`src/rtl/operand_fwd_unit_pkg.sv`:
```
// Shared types for the decode-stage forwarding unit: in-flight destination tag entries.
package operand_fwd_unit_pkg;

   localparam int XLEN_DEF = 32;
   localparam int AW_DEF   = 5;

   typedef struct packed {
      logic              we;
      logic [AW_DEF-1:0] rd;
   } fwd_entry_t;

   localparam fwd_entry_t BUBBLE = '{we: 1'b0, rd: '0};

   // x0 never produces a forwardable value, so such writes are tracked as non-writing
   function automatic fwd_entry_t mkEntry(input logic we, input logic [AW_DEF-1:0] rd);
      fwd_entry_t e;
      e.we = we && (rd != '0);
      e.rd = rd;
      return e;
   endfunction

endpackage

```
`src/rtl/operand_fwd_unit_if.sv`:
```
// Decode-side bundle of the forwarding unit: read ports, issue info, stage results and outputs.
interface operand_fwd_unit_if #(
   parameter int XLEN   = 32,
   parameter int AW     = 5,
   parameter int NRP    = 2,
   parameter int NSTAGE = 3
);
   logic [NRP*AW-1:0]      id_ra;
   logic [NRP*XLEN-1:0]    rf_rdata;
   logic                   issue_valid;
   logic [AW-1:0]          issue_rd;
   logic                   issue_we;
   logic                   flush;
   logic [NSTAGE*XLEN-1:0] stg_data;
   logic [NSTAGE-1:0]      stg_ready;
   logic [NRP*XLEN-1:0]    fwd_data;
   logic [NRP-1:0]         fwd_hit;
   logic                   stall;
   logic [31:0]            stall_cnt;

   modport master (
      output id_ra, rf_rdata, issue_valid, issue_rd, issue_we, flush, stg_data, stg_ready,
      input  fwd_data, fwd_hit, stall, stall_cnt
   );

   modport slave (
      input  id_ra, rf_rdata, issue_valid, issue_rd, issue_we, flush, stg_data, stg_ready,
      output fwd_data, fwd_hit, stall, stall_cnt
   );
endinterface

```
`src/rtl/operand_fwd_unit_fwd_port_sel.sv`:
```
// One read port's operand select: youngest matching in-flight stage, else register file.
module fwd_port_sel
   import operand_fwd_unit_pkg::*;
#(
   parameter int XLEN   = XLEN_DEF,
   parameter int AW     = AW_DEF,
   parameter int NSTAGE = 3
) (
   input  logic [AW-1:0]          ra_i,
   input  logic [XLEN-1:0]        rfData_i,
   input  fwd_entry_t [NSTAGE-1:0] entries_i,
   input  logic [NSTAGE*XLEN-1:0] stgData_i,
   input  logic [NSTAGE-1:0]      stgReady_i,
   output logic [XLEN-1:0]        data_o,
   output logic                   hit_o,
   output logic                   stall_o
);

   // Walk oldest to youngest so the youngest match overwrites, and an older ready
   // producer can never mask a younger one that is still busy.
   always_comb begin
      data_o  = (ra_i == '0) ? '0 : rfData_i;
      hit_o   = 1'b0;
      stall_o = 1'b0;
      for (int s = NSTAGE - 1; s >= 0; s--) begin
         if (entries_i[s].we && (entries_i[s].rd == ra_i) && (ra_i != '0)) begin
            data_o  = stgData_i[s*XLEN +: XLEN];
            hit_o   = 1'b1;
            stall_o = !stgReady_i[s];
         end
      end
   end

endmodule

```
`src/rtl/operand_fwd_unit.sv`:
```
// Operand forwarding and load-use interlock: tracks in-flight destination tags and
// steers each decode read port to the youngest producer, stalling when it is not ready.
module operand_fwd_unit
   import operand_fwd_unit_pkg::*;
#(
   parameter int XLEN   = XLEN_DEF,
   parameter int AW     = AW_DEF,
   parameter int NRP    = 2,
   parameter int NSTAGE = 3,
   parameter int NKILL  = 1
) (
   input logic               clk,
   input logic               rst,
   operand_fwd_unit_if.slave fwdIf
);

   fwd_entry_t [NSTAGE-1:0] entry_q;
   fwd_entry_t [NSTAGE-1:0] entry_d;
   logic [NRP-1:0]          portStall;
   logic                    stall;
   logic [31:0]             stallCnt_q;

   for (genvar p = 0; p < NRP; p++) begin : gPort
      fwd_port_sel #(
         .XLEN  (XLEN),
         .AW    (AW),
         .NSTAGE(NSTAGE)
      ) uSel (
         .ra_i      (fwdIf.id_ra[p*AW +: AW]),
         .rfData_i  (fwdIf.rf_rdata[p*XLEN +: XLEN]),
         .entries_i (entry_q),
         .stgData_i (fwdIf.stg_data),
         .stgReady_i(fwdIf.stg_ready),
         .data_o    (fwdIf.fwd_data[p*XLEN +: XLEN]),
         .hit_o     (fwdIf.fwd_hit[p]),
         .stall_o   (portStall[p])
      );
   end

   // A flush removes the waiting consumer itself, so it cannot be held
   assign stall           = (|portStall) && !fwdIf.flush;
   assign fwdIf.stall     = stall;
   assign fwdIf.stall_cnt = stallCnt_q;

   // Next tag pipeline: shift toward WB, new issue enters stage 0 unless stalled,
   // and flushed slots take a bubble regardless of what would have moved in.
   always_comb begin
      entry_d    = entry_q;
      entry_d[0] = (fwdIf.issue_valid && !stall) ? mkEntry(fwdIf.issue_we, fwdIf.issue_rd) : BUBBLE;
      for (int s = 1; s < NSTAGE; s++) begin
         entry_d[s] = entry_q[s-1];
      end
      for (int s = 0; s < NKILL; s++) begin
         if (fwdIf.flush) begin
            entry_d[s] = BUBBLE;
         end
      end
   end

   // Reset empties the pipeline (all-zero entries are bubbles) and clears the perf counter
   always_ff @(posedge clk or posedge rst) begin
      if (rst) begin
         entry_q    <= '0;
         stallCnt_q <= '0;
      end else begin
         entry_q <= entry_d;
         if (stall && (stallCnt_q != 32'hFFFF_FFFF)) begin
            stallCnt_q <= stallCnt_q + 32'd1;
         end
      end
   end

endmodule
```
`src/flat_wrapper.sv`:
```
// flat-port wrapper written by rule: the top's interface ports become plain ports
module operand_fwd_unit_flat import operand_fwd_unit_pkg::*;
#(
   parameter int XLEN   = XLEN_DEF,
   parameter int AW     = AW_DEF,
   parameter int NRP    = 2,
   parameter int NSTAGE = 3,
   parameter int NKILL  = 1
)
  (clk, rst, fwdIf_id_ra, fwdIf_rf_rdata, fwdIf_issue_valid, fwdIf_issue_rd, fwdIf_issue_we, fwdIf_flush, fwdIf_stg_data, fwdIf_stg_ready, fwdIf_fwd_data, fwdIf_fwd_hit, fwdIf_stall, fwdIf_stall_cnt);
  operand_fwd_unit_if #(.XLEN(XLEN), .AW(AW), .NRP(NRP), .NSTAGE(NSTAGE)) fwdIf_i ();
  input logic clk;
  input logic rst;
  input wire logic [$bits(fwdIf_i.id_ra)-1:0] fwdIf_id_ra;
  input wire logic [$bits(fwdIf_i.rf_rdata)-1:0] fwdIf_rf_rdata;
  input wire logic [$bits(fwdIf_i.issue_valid)-1:0] fwdIf_issue_valid;
  input wire logic [$bits(fwdIf_i.issue_rd)-1:0] fwdIf_issue_rd;
  input wire logic [$bits(fwdIf_i.issue_we)-1:0] fwdIf_issue_we;
  input wire logic [$bits(fwdIf_i.flush)-1:0] fwdIf_flush;
  input wire logic [$bits(fwdIf_i.stg_data)-1:0] fwdIf_stg_data;
  input wire logic [$bits(fwdIf_i.stg_ready)-1:0] fwdIf_stg_ready;
  output wire logic [$bits(fwdIf_i.fwd_data)-1:0] fwdIf_fwd_data;
  output wire logic [$bits(fwdIf_i.fwd_hit)-1:0] fwdIf_fwd_hit;
  output wire logic [$bits(fwdIf_i.stall)-1:0] fwdIf_stall;
  output wire logic [$bits(fwdIf_i.stall_cnt)-1:0] fwdIf_stall_cnt;
  assign fwdIf_i.id_ra = fwdIf_id_ra;
  assign fwdIf_i.rf_rdata = fwdIf_rf_rdata;
  assign fwdIf_i.issue_valid = fwdIf_issue_valid;
  assign fwdIf_i.issue_rd = fwdIf_issue_rd;
  assign fwdIf_i.issue_we = fwdIf_issue_we;
  assign fwdIf_i.flush = fwdIf_flush;
  assign fwdIf_i.stg_data = fwdIf_stg_data;
  assign fwdIf_i.stg_ready = fwdIf_stg_ready;
  assign fwdIf_fwd_data = fwdIf_i.fwd_data;
  assign fwdIf_fwd_hit = fwdIf_i.fwd_hit;
  assign fwdIf_stall = fwdIf_i.stall;
  assign fwdIf_stall_cnt = fwdIf_i.stall_cnt;
  operand_fwd_unit #(.XLEN(XLEN), .AW(AW), .NRP(NRP), .NSTAGE(NSTAGE), .NKILL(NKILL)) u_core (.clk(clk), .rst(rst), .fwdIf(fwdIf_i));
endmodule
```
`config.mk`:
```
export PLATFORM = sky130hd
export DESIGN_NAME = operand_fwd_unit_flat
export DESIGN_NICKNAME = d
export VERILOG_FILES = /design/src/rtl/operand_fwd_unit_pkg.sv /design/src/rtl/operand_fwd_unit_if.sv /design/src/rtl/operand_fwd_unit_fwd_port_sel.sv /design/src/rtl/operand_fwd_unit.sv /design/src/flat_wrapper.sv
export SDC_FILE = /design/constraint.sdc
export NUM_CORES = 1
export LEC_CHECK = 0
export ABC_AREA = 0
export CAP_MARGIN = 0
export CORE_AREA = 2 2 108 110
export DETAILED_ROUTE_END_ITERATION = 16
export DIE_AREA = 0 0 110 112
export PLACE_DENSITY_LB_ADDON = 0.2
export SLEW_MARGIN = 25
export SYNTH_ARGS = -nofsm -noshare
export SYNTH_HDL_FRONTEND = slang
export SYNTH_HIERARCHICAL = 1
export SYNTH_SLANG_ARGS = --single-unit
```
`constraint.sdc`:
```
create_clock -name clk -period 5.9 [get_ports clk]
set_input_delay 1.18 -clock clk [delete_from_list [all_inputs] [get_ports clk]]
set_output_delay 1.18 -clock clk [all_outputs]
set_load 0.005 [all_outputs]
```
Word level (Yosys, flattened, before mapping)
Cells that the tools add are included.

cells by class
  muxes and demuxes = 22
  reduce and logical (&&, ||, !) cells = 27
  equality and inequality tests = 7
  $add $sub $neg = 1

operators by type and width
  kind                   count
  $mux 32                8
  $add 32x1->32 const B  1
  $ne 32x32->1 const B   1
  $eq 5x5->1             6
  $logic_and 1x1->1      16
  $reduce_bool 5->1      3
  $mux 1                 12
  $mux 6                 2
  $logic_not 5->1        2
  $logic_not 1->1        5
  $reduce_or 2->1        1

word-level totals
  input bits = 183
  word-level logic and storage cells = 64
  output and inout port bits = 99
  bits in registers = 50

Longest topological paths before layout
  depth after elaboration = 12
  depth in mapped cells = 11
  gate-level depth less buffers = 10

Modules after synthesis
The synthesis kept the hierarchy.

by module, submodules not included
  module            times used  cells each  area an instance (um^2)
  fwd_port_sel      2           180         1111.1
  operand_fwd_unit  1           174         2148.3

Least setup slack after synthesis
Ideal clock, no wire load.

  path kind = input-to-output
  start point = input port fwdIf_id_ra[5]
  end point = output port fwdIf_stall
  data arrival time = 2888 ps
  setup slack = 1832 ps
  stages on the path = 8
  required time = 4720 ps
  path through = or4_4 nor2_4 and3b_1 buf_6 nor3b_1 a2bb2oi_1 o21bai_2 inv_1

between the ends
  longest elaborated chain between the ends = 8
  elaborated cells on any way between the ends = 15

RTL lines
  item                             line                                 source
  start: declaration               flat_wrapper.sv:14                   input wire logic [$bits(fwdIf_i.id_ra)-1:0] fwdIf_id_ra;
  $eq 5x5->1                       operand_fwd_unit_fwd_port_sel.sv:26  if (entries_i[s].we && (entries_i[s].rd == ra_i) && (ra_i != '0)) begin
  $logic_and 1x1->1 (2 in series)  operand_fwd_unit_fwd_port_sel.sv:26
  $mux 1 (2 in series)             operand_fwd_unit_fwd_port_sel.sv:26
  $mux 1 (*)                       operand_fwd_unit_fwd_port_sel.sv:26
  named net u_core.portStall[1]    operand_fwd_unit.sv:19               logic [NRP-1:0] portStall;
  $reduce_or 2->1 (*)              operand_fwd_unit.sv:41               assign stall = (|portStall) && !fwdIf.flush;
  $logic_and 1x1->1 (*)            operand_fwd_unit.sv:41
  end: declaration                 flat_wrapper.sv:24                   output wire logic [$bits(fwdIf_i.stall)-1:0] fwdIf_stall;

Mark *: on every way through the listed nets, which the timed path passes. The rest lies on a longest branch.

Worst setup path after layout
  start point = input port fwdIf_id_ra[1]
  end point = output port fwdIf_stall

Same word-level chain as after synthesis.

==> summary.md <==
| Metric | Value |
|---|---|
| Status | finished clean |
| Static Leak | 2.79 nW |
| RSZ-0062 raised after global routing | no |
| Post-CTS setup buffers | 0 |
| Initial antenna violation count | 0 |
| Sequential fraction of the synthesis area | 28.6% |
| Die area | 12300 µm² |
| Leading area contributor after synthesis | dfrtp_1 |
| # clock sinks | 50 |
| Vias in the first global route | 5520 |
| Hold_ws | 0.433 ns |
| Initial core utilization | 39.1% |
| Resized cells post-CTS | 0 |
| Core area | 11200 µm² |
| Max-slew violations | 0 |
| H-tree depth | 2 |
| Hold_buf cts | 0 |
| Dpl cell area | 7250 µm² |
| Min-Delay Path Depth | 0 |
| CP max-delay cell | clkdlybuf4s50_1 |
| Commonest non-fill, non-tap cells in the layout | clkdlybuf4s50_1 (281), nand2_1 (77), o21ai_0 (73), o21ai_1 (58), a221oi_1 (54) |
| Register bit total from synthesis | 50 |
| Sw Ratio | 23.7% |
| CP arrival | 4.03 ns |
| CP Class | in2out |
| NumNets Final | 977 |
| Tmin final | 5.21 ns |
| IO Port Bufs | 281 |
| Largest cells by area after synthesis | dfrtp_1 (29%), a221oi_1 (11%), xnor2_1 (8.4%), o21ai_0 (8.4%), o21ai_1 (6.6%) |
| Yosys warning count | 6 |
| Yosys top cell area share | 28.6% |
| Vias | 5652 |
| Most common cell after layout, fill and taps aside | clkdlybuf4s50_1 |
| Row Count | 39 |
| Share of post-route cells with drive strength above 1 | 7.56% |
| Fin area | 7390 µm² |
| Power Density | 129 nW/µm² |
| Comb power frac | 32.3% |
| CTS Root Cell | clkbuf_16 |
| Worst Hold Class | reg2reg |
| Syn Std Cell Area | 4370 µm² |
| Synth cell types | 43 |
| Slew HR | 39.0% |
| CP max FO | 7 |
| Clock Path Buffers | 2 |
| Max Freq | 192 MHz |
| Sw power | 226 µW |
| Max-cap violation count | 0 |
| Fin. Hold Viols | 0 |
| Clock share of power | 29.5% |
| Dpl hpwl | 14700 µm |
| CP Cell Sequence | clkdlybuf4s50_1, xnor2_1, nand4_1, or3_2, o21ai_0, a2bb2oi_1, o21bai_2, inv_1, clkdlybuf4s50_1 |
| Setup Total Neg Slack | 0 ns |
| Peak VDD IR | 0.257 mV |
| Overall power | 956 µW |
| Final GP Congestion | 0.957 |
| Fillers | 903 |
| Horiz. Die Dim | 110 µm |
| Largest net degree at the start of global routing | 51 |
| DRT Pass-1 Iters | 5 |
| Post-Syn Instances | 534 |
| Period utilisation layout | 88.3% |
| Remaining DRCs | 0 |
| Flop pwr share | 38.2% |
| Synthesized Nets | 718 |
| Iter 0 DRT Violations | 526 |
| Clock skew | 0.00308 ns |
| Chip height | 112 µm |
| DR WL/cell | 21.7 µm |
| Max incr delay on CP | 0.64 ns |
| Clock transition at path regs | 0.06 ns |
| DRT Wirelength | 20300 µm |
| Total gr overflow | 0 |
| GRT Util Overall | 31.7% |
| Via density | 6.03 |
| First-pass GRT wire length | 30500 µm |
| Layout area overhead | 69.2% |
| CP required | 4.72 ns |
| Setup crit end kind | output pin |
| Num CTS Buffers | 5 |
| Internal power | 730 µW |
| IO Pins | 282 |
| Final setup fails | 0 |
| Slew @ Worst Pin | 0.902 ns |
| Crit start category | input pin |
| Cells on worst reg2reg path | 10 |
| Antenna-violating nets left | 0 |
| Critical path's most frequent cell | clkdlybuf4s50_1 |
| Skew-Pair Late Insertion Delay | 0.28 ns |
| CTS tree | built |
| Antenna cells | 0 |
| Mean Syn Cell Area | 8.18 µm² |
## layer usage
layer | global-route usage, % | vias up | share of wire, %
met3 | 6.73 | 77 | 10
li1 | - | 2539 | -
met1 | 39.1 | 2669 | 37
met5 | 0 | - | 0
met4 | 14.7 | 0 | 4.9
met2 | 52.1 | 367 | 48
## critical path, delay by kind of cell
family,cells,cell delay (ns)
AO/OA/AOI/OAI,3,0.66
AND/OR/NAND/NOR,2,0.63
XOR/XNOR,1,0.16
buffers and inverters,3,1.40
## cell families (layout without fill, tap and decap cells)
family	count (synthesis)	in the layout	share of synthesized area [%]
compound gates	203	203	30.7
fa+ha+maj	1	1	0.286
mux	2	2	0.515
buf+inv	46	306	5.78
xor+xnor	58	58	11.6
simple gates	174	174	22.5
flops	50	50	28.6
## per-stage QoR
| step | setup slack [ns] | std cells | util (%) |
|---|---|---|---|
| 4_1_cts | 0.682 | 937 | 66.2 |
| 6_report | 0.691 | 937 | 66.2 |
| 5_1_grt | 0.493 | 937 | 66.2 |
| 2_1_floorplan | 1.83 | 534 | - |
| 3_3_place_gp | 0.775 | 929 | 64.8 |
| 3_5_place_dp | 0.695 | 929 | 64.8 |
## cells in the mapped netlist, drive strengths merged
cell type / count
o21ai: 131
nand2: 78
a221oi: 64
dfrtp: 50
xnor2: 42
clkbuf: 24
nand4: 20
nand3: 18
buf: 17
xor2: 16
nor3: 12
nor2: 9
and2: 8
nor4: 8
or3: 7
and3: 6
inv: 5
a21oi: 3
a2bb2oi: 2
and3b: 2
mux2: 2
nor3b: 2
nor4b: 2
or4: 2
ha: 1
o21bai: 1
o311a: 1
o31a: 1
## sequential cells by signal, indices dropped and copies added, names as in the netlist
| name | count |
|---|---|
| u_core/fwdIf.stall_cnt | 32 |
| u_core/entry_d | 12 |
| u_core/entry_q | 6 |
## path summary, 6_finish.rpt
check / slack, ns / startpoint / end
worst max-delay path: 0.69 / fwdIf_id_ra[1] / fwdIf_stall
worst min-delay path: 0.43 / u_core/entry_d[17]$_DFF_PP0_ / u_core/entry_q[17]$_DFF_PP0_
max in group asynchronous: 4.06 / rst / u_core/fwdIf.stall_cnt[8]$_DFFE_PP0P_
worst max register to register: 2.82 / u_core/entry_q[15]$_DFF_PP0_ / u_core/fwdIf.stall_cnt[20]$_DFFE_PP0P_
min in group asynchronous: 1.35 / rst / u_core/entry_d[6]$_DFF_PP0_
worst min register to register: 0.43 / u_core/entry_d[17]$_DFF_PP0_ / u_core/entry_q[17]$_DFF_PP0_
## final cells by class
type | count | area, µm² | share of cell area (%)
timing repair buffer | 293 | 2900 | 39.3
multi-input combinational | 438 | 2890 | 39.1
sequential | 50 | 1250 | 16.9
tap | 143 | 179 | 2.42
clock buffer | 7 | 143 | 1.93
inverter | 5 | 20.0 | 0.271
clock inverter | 1 | 5.00 | 0.0677
## power groups by stage
stage / clock (mW) / combinational [mW] / sequential (mW)
6_report: 0.282 / 0.309 / 0.365
5_1_grt: 0.304 / 0.328 / 0.366
4_1_cts: 0.288 / 0.309 / 0.365
3_5_place_dp: 0 / 0.306 / 0.371
3_3_place_gp: 0 / 0.300 / 0.371
2_1_floorplan: 0 / 0.0837 / 0.368
Note: power is estimated with default switching activity, not from simulation.
==> edit 1: new RTL, same flow settings <==
`NRP` is set to 2 in 3 places; all go to 1.
--- a/src/rtl/operand_fwd_unit_if.sv
+++ b/src/rtl/operand_fwd_unit_if.sv
@@ -4,3 +4,3 @@
    parameter int AW     = 5,
-   parameter int NRP    = 2,
+   parameter int NRP    = 1,
    parameter int NSTAGE = 3
--- a/src/rtl/operand_fwd_unit.sv
+++ b/src/rtl/operand_fwd_unit.sv
@@ -7,3 +7,3 @@
    parameter int AW     = AW_DEF,
-   parameter int NRP    = 2,
+   parameter int NRP    = 1,
    parameter int NSTAGE = 3,
--- a/src/flat_wrapper.sv
+++ b/src/flat_wrapper.sv
@@ -5,3 +5,3 @@
    parameter int AW     = AW_DEF,
-   parameter int NRP    = 2,
+   parameter int NRP    = 1,
    parameter int NSTAGE = 3,
Interface: changed (resized fwdIf_fwd_data, fwdIf_fwd_hit, fwdIf_id_ra and fwdIf_rf_rdata); port bits go from 282 to 212. No check against the original RTL was run, so the function may have changed too.
==> edit 1 against the unedited design <==
- count of clock-buffer cells in the layout down 2
- worst hold slack worse by 52 ps
- sequential cell count did not move
- clock power rose by 14%
- power fell by 9.7%
- sequential power fell by 2%
- via count fell by 36%
- die area stayed put
- highest routed layer unchanged
- combinational power fell by 40%
- wire length down 37%
- setup slack worse by 120 ps
- largest cell class unchanged
- final area shrank 23%
- synthesized area shrank 26%
==> edit 1: results (changes against the unedited design) <==
[run_status]
run_status=completed  ; unchanged

[routing]
wl_mm=12.9  ; was 20.3 mm
drt_iter0_drc=219  ; was 526
vias=3602  ; was 5,652

[setup_path]
cpPeakStageDelay_ps=560  ; was 640 ps
cp_data_arrival_time_ps=4150  ; was 4030 ps
cp_max_fo=4  ; was 7

[cells_and_area]
stdcell_count=709  ; was 937
nFillCells=1054  ; was 903
drive_gt1_share_pct=7.64  ; was 7.56%
largest_reg_flops=32  ; unchanged

[global_routing]
grt_use_total_pct=20.3  ; was 31.7%
grt_pass1_vias=3670  ; was 5,520
grt_pass1_wl_mm=19.3  ; was 30.5 mm
antenna_found_initial=4  ; was 0

[synth]
synth_fp_nets=504  ; was 718
yosysUniqueCellTypes=47  ; was 43
syn_inst=357  ; was 534
synthTopCellsByCount=50 x dfrtp_1, 46 x nand2_1, 36 x o21ai_0  ; was 77 x nand2_1, 73 x o21ai_0, 58 x o21ai_1

[placement]
post-dp-hpwl_mm=9.89  ; was 14.7 mm
gp_congestion=0.794  ; was 0.957
dp_worst_setup_slack_ps=578  ; was 695 ps
placedCellCount=698  ; was 929
io_buffers=211  ; was 281

[timing]
finalClockSkew_ps=4.97  ; was 3.08 ps
slew_headroom_pct=44.2  ; was 39.0%

[clocking]
clk_path_buf_depth=2  ; unchanged

[pwr]
p_leak_nw=2.22  ; was 2.79 nW
ir_drop_uv=161  ; was 257 uV

==> edit 1: worst register-to-register path, delay by kind of cell (launching register included) <==
family / cells / cell delay [ps]
AND/OR/NAND/NOR: 6 / 1720
XOR/XNOR: 2 / 310
flip-flops: 1 / 380
AO/OA/AOI/OAI: 2 / 960
==> edit 1: metal layers <==
metal  global-route usage (%)  share of wire [%]  vias to the layer above
met5                        0                  0                        -
met4                     7.43                2.0                        0
met3                     6.38                 10                       19
met2                     35.3                 49                      160
met1                     22.8                 39                     1688
li1                         -                  -                     1735
==> edit 1: stage by stage <==
step	hold slack, ps	instance area [um^2]
final	380	5680
after detailed placement	372	5510
after CTS	387	5670
after floorplan	354	3250
after global placement	374	5510
after global routing	398	5680
==> edit 1: power breakdown <==
| group | internal, mW | switching (mW) | leakage (nW) |
|---|---|---|---|
| clock | 0.198 | 0.123 | 0.0836 |
| sequential | 0.350 | 0.00609 | 0.673 |
| combinational | 0.135 | 0.0511 | 1.47 |
| total | 0.683 | 0.181 | 2.22 |
==> edit 1: path summary, 6_finish.rpt <==
check	startpoint	endpoint	slack [ps]	cells past startpoint
worst min register to register	u_core/entry_d[11]	u_core/entry_d[17]	380	0
worst min-delay path	u_core/entry_d[11]	u_core/entry_d[17]	380	0
min in group asynchronous	rst	u_core/entry_d[8]	1350	2
max in group asynchronous	rst	u_core/fwdIf.stall_cnt[21]	4040	2
worst max-delay path	fwdIf_id_ra[3]	fwdIf_stall	570	8
worst max register to register	u_core/entry_q[15]	u_core/fwdIf.stall_cnt[22]	2400	10
==> edit 1: kinds of logic (layout without fill, tap and decap cells) <==
logic type                 Yosys count  in the layout  share of synthesized area (%)
and+or+nand+nor                    127            127                           22.0
AOI/OAI and AO/OA                  108            108                           22.7
DFF                                 50             50                           38.5
xor gates and xnor gates            44             44                           11.8
buffers and inverters               25            231                           3.92
muxes                                2              2                          0.654
adders and majority gates            1              1                          0.385
other                                0              3                              0
==> edit 1: final cells by class <==
| type | count | area, um^2 | share of cell area (%) |
|---|---|---|---|
| Timing Repair Buffer | 217 | 2160 | 38.0 |
| Multi-Input combinational cell | 282 | 1900 | 33.4 |
| Sequential cell | 50 | 1250 | 22.0 |
| Tap cell | 143 | 179 | 3.15 |
| Clock buffer | 5 | 125 | 2.20 |
| Clock inverter | 3 | 40.0 | 0.705 |
| Inverter | 6 | 23.8 | 0.419 |
| Antenna cell | 3 | 7.51 | 0.132 |
==> edit 2: new RTL, config.mk and constraints unchanged <==
Without the edit above. Make the reset (`rst`) synchronous in one clocked block.
--- a/src/rtl/operand_fwd_unit.sv
+++ b/src/rtl/operand_fwd_unit.sv
@@ -60,3 +60,3 @@
    // Reset empties the pipeline (all-zero entries are bubbles) and clears the perf counter
-   always_ff @(posedge clk or posedge rst) begin
+   always_ff @(posedge clk) begin
       if (rst) begin
Formal check against the unedited RTL: differs if rst is asserted again (counterexample within 4 cycles, from zero or initial values and one cycle with rst high); with rst held inactive, the same outputs for 10 cycles.
==> edit 2 against the unedited design <==
- synthesized area grew 1.7%
- power fell by 0.11%
- cell count increased by 7.7%
- final area up 2.1%
- sequential share of layout area decreased by 3.7 points
- clock skew up 4.9 ps
- clock power grew 20%
- setup slack worse by 170 ps
- combinational power down 11%
- non-clock buffer count grew 5
- sequential cell count stayed put
- maximum frequency shrank 3.1%
- sequential power is 6.3% lower
- wire length rose by 6.5%
- largest power group unchanged
- highest routed layer unchanged
==> edit 2: results (changes against the unedited design) <==
[routing]
vias_per_cell=6.26  ; was 6.03
drt_iter0_drc=862  ; was 526
wl_per_cell_um=21.5  ; was 21.7 um
vias=6315  ; was 5,652

[cells_and_area]
clock_cell_area_share_pct=2.35  ; was 2.00%
final.clkbuf_count=6  ; was 7
num-nonclk-inverters=4  ; was 5
nMultiInputCombCells=506  ; was 438
nonClkBufAreaFrac_pct=39.2  ; was 39.3%
nFillCells=923  ; was 903
seq_share_pct=13.3  ; was 16.9%
fin_area_um2=7550  ; was 7390 um^2
drive_gt1_share_pct=7.27  ; was 7.56%

[timing]
slew_headroom_pct=27.1  ; was 39.0%
hold_slack_ps=518  ; was 433 ps
fmax_ghz=0.186  ; was 0.192 GHz

[synth]
synthTopCellsByCount=87 x o21ai_0, 83 x nand2_1, 58 x o21ai_1  ; was 77 x nand2_1, 73 x o21ai_0, 58 x o21ai_1
yosysSeqAreaShare_pct=22.5  ; was 28.6%
netlist_top_cells_area=dfxtp_1 23%, a221oi_1 11%, o21ai_0 9.8%  ; was dfrtp_1 29%, a221oi_1 11%, xnor2_1 8.4%
avgSynthCellArea_um2=7.30  ; was 8.18 um^2
synth_top_cell_by_area=dfxtp_1  ; was dfrtp_1
synth_fp_nets=793  ; was 718

[hold_path]
hp-class=reg2reg  ; unchanged
min-delay-start=u_core/entry_d[17]  ; unchanged

[placement]
dp_worst_setup_slack_ps=572  ; was 695 ps
post_dp_cell_area_um2=7360  ; was 7250 um^2
post-dp-hpwl_mm=16.0  ; was 14.7 mm
gp_congestion=0.982  ; was 0.957

[setup_path]
reg2reg_from=u_core/entry_q[15]  ; unchanged
cp_max_fo=32  ; was 7
cpPeakStageDelay_ps=850  ; was 640 ps
crit_start=fwdIf_id_ra[6]  ; was fwdIf_id_ra[1]
r2r_cells=11  ; was 10
slowest_stage=a21oi_4  ; was clkdlybuf4s50_1
endpoint=fwdIf_fwd_data[63]  ; was fwdIf_stall
r2r_end=u_core/fwdIf.stall_cnt[30]  ; was u_core/fwdIf.stall_cnt[20]
worst-r2r-setup-slack_ps=1940  ; was 2820 ps

[pwr]
switchingPower_mw=0.214  ; was 0.226 mW
ir_drop_uv=148  ; was 257 uV
p_leak_nw=2.51  ; was 2.79 nW

[global_routing]
grt_pass1_wl_mm=33.4  ; was 30.5 mm
grt_use_total_pct=34.2  ; was 31.7%
grt_pass1_vias=6236  ; was 5,520

[run_status]
run_status=completed  ; unchanged

==> edit 2: changes by cell type in the layout (fill, tap and decap cells not counted), moves of 5 or more <==
| cell | unedited run | this run |
|---|---|---|
| a21oi_1 | 1 | 24 |
| xor2_1 | 16 | 11 |
| o31ai_1 | 0 | 7 |
| dfrtp_1 | 50 | 0 |
| nor2_1 | 7 | 16 |
| nor2b_1 | 0 | 15 |
| nand3_1 | 16 | 10 |
| o21ai_0 | 73 | 87 |
| dfxtp_1 | 0 | 50 |
| nand2_1 | 77 | 83 |
| xnor2_1 | 42 | 22 |
| or4_1 | 0 | 8 |
| or3_1 | 3 | 18 |
==> edit 2: kinds of logic (layout without fill, tap and decap cells) <==
kind of cell,after synthesis,in the layout,synth area share [%]
adders and majority gates,1,1,0.281
muxes,4,4,1.35
and+or+nand+nor,216,216,26.7
AOI/OAI and AO/OA,252,252,36.4
DFF,50,50,22.5
xor gates and xnor gates,33,33,6.50
buffers and inverters,53,310,6.25
==> edit 2: how the worst min path moves through the flow <==
stage                                            end  cells after the start
final                             u_core/entry_q[17]                      1
after detailed placement          u_core/entry_d[17]                      1
after floorplan                   u_core/entry_d[17]                      1
after global routing              u_core/entry_d[17]                      1
after CTS                         u_core/entry_d[17]                      1
after global placement    u_core/fwdIf.stall_cnt[21]                      2
==> edit 2: power by group through the flow <==
stage	sequential [mW]	clock, mW	combinational (mW)
after global routing	0.342	0.357	0.292
after global placement	0.350	0	0.267
after CTS	0.342	0.344	0.273
after detailed placement	0.350	0	0.271
after floorplan	0.349	0	0.0664
final	0.342	0.337	0.275
==> edit 2: per-layer routing <==
layer,wire (um),global-route usage (%),up-vias
met5,0,0,-
met2,10500,56.8,432
met1,7680,38.4,2931
met3,2270,8.96,101
li1,-,-,2851
met4,1190,20.7,0
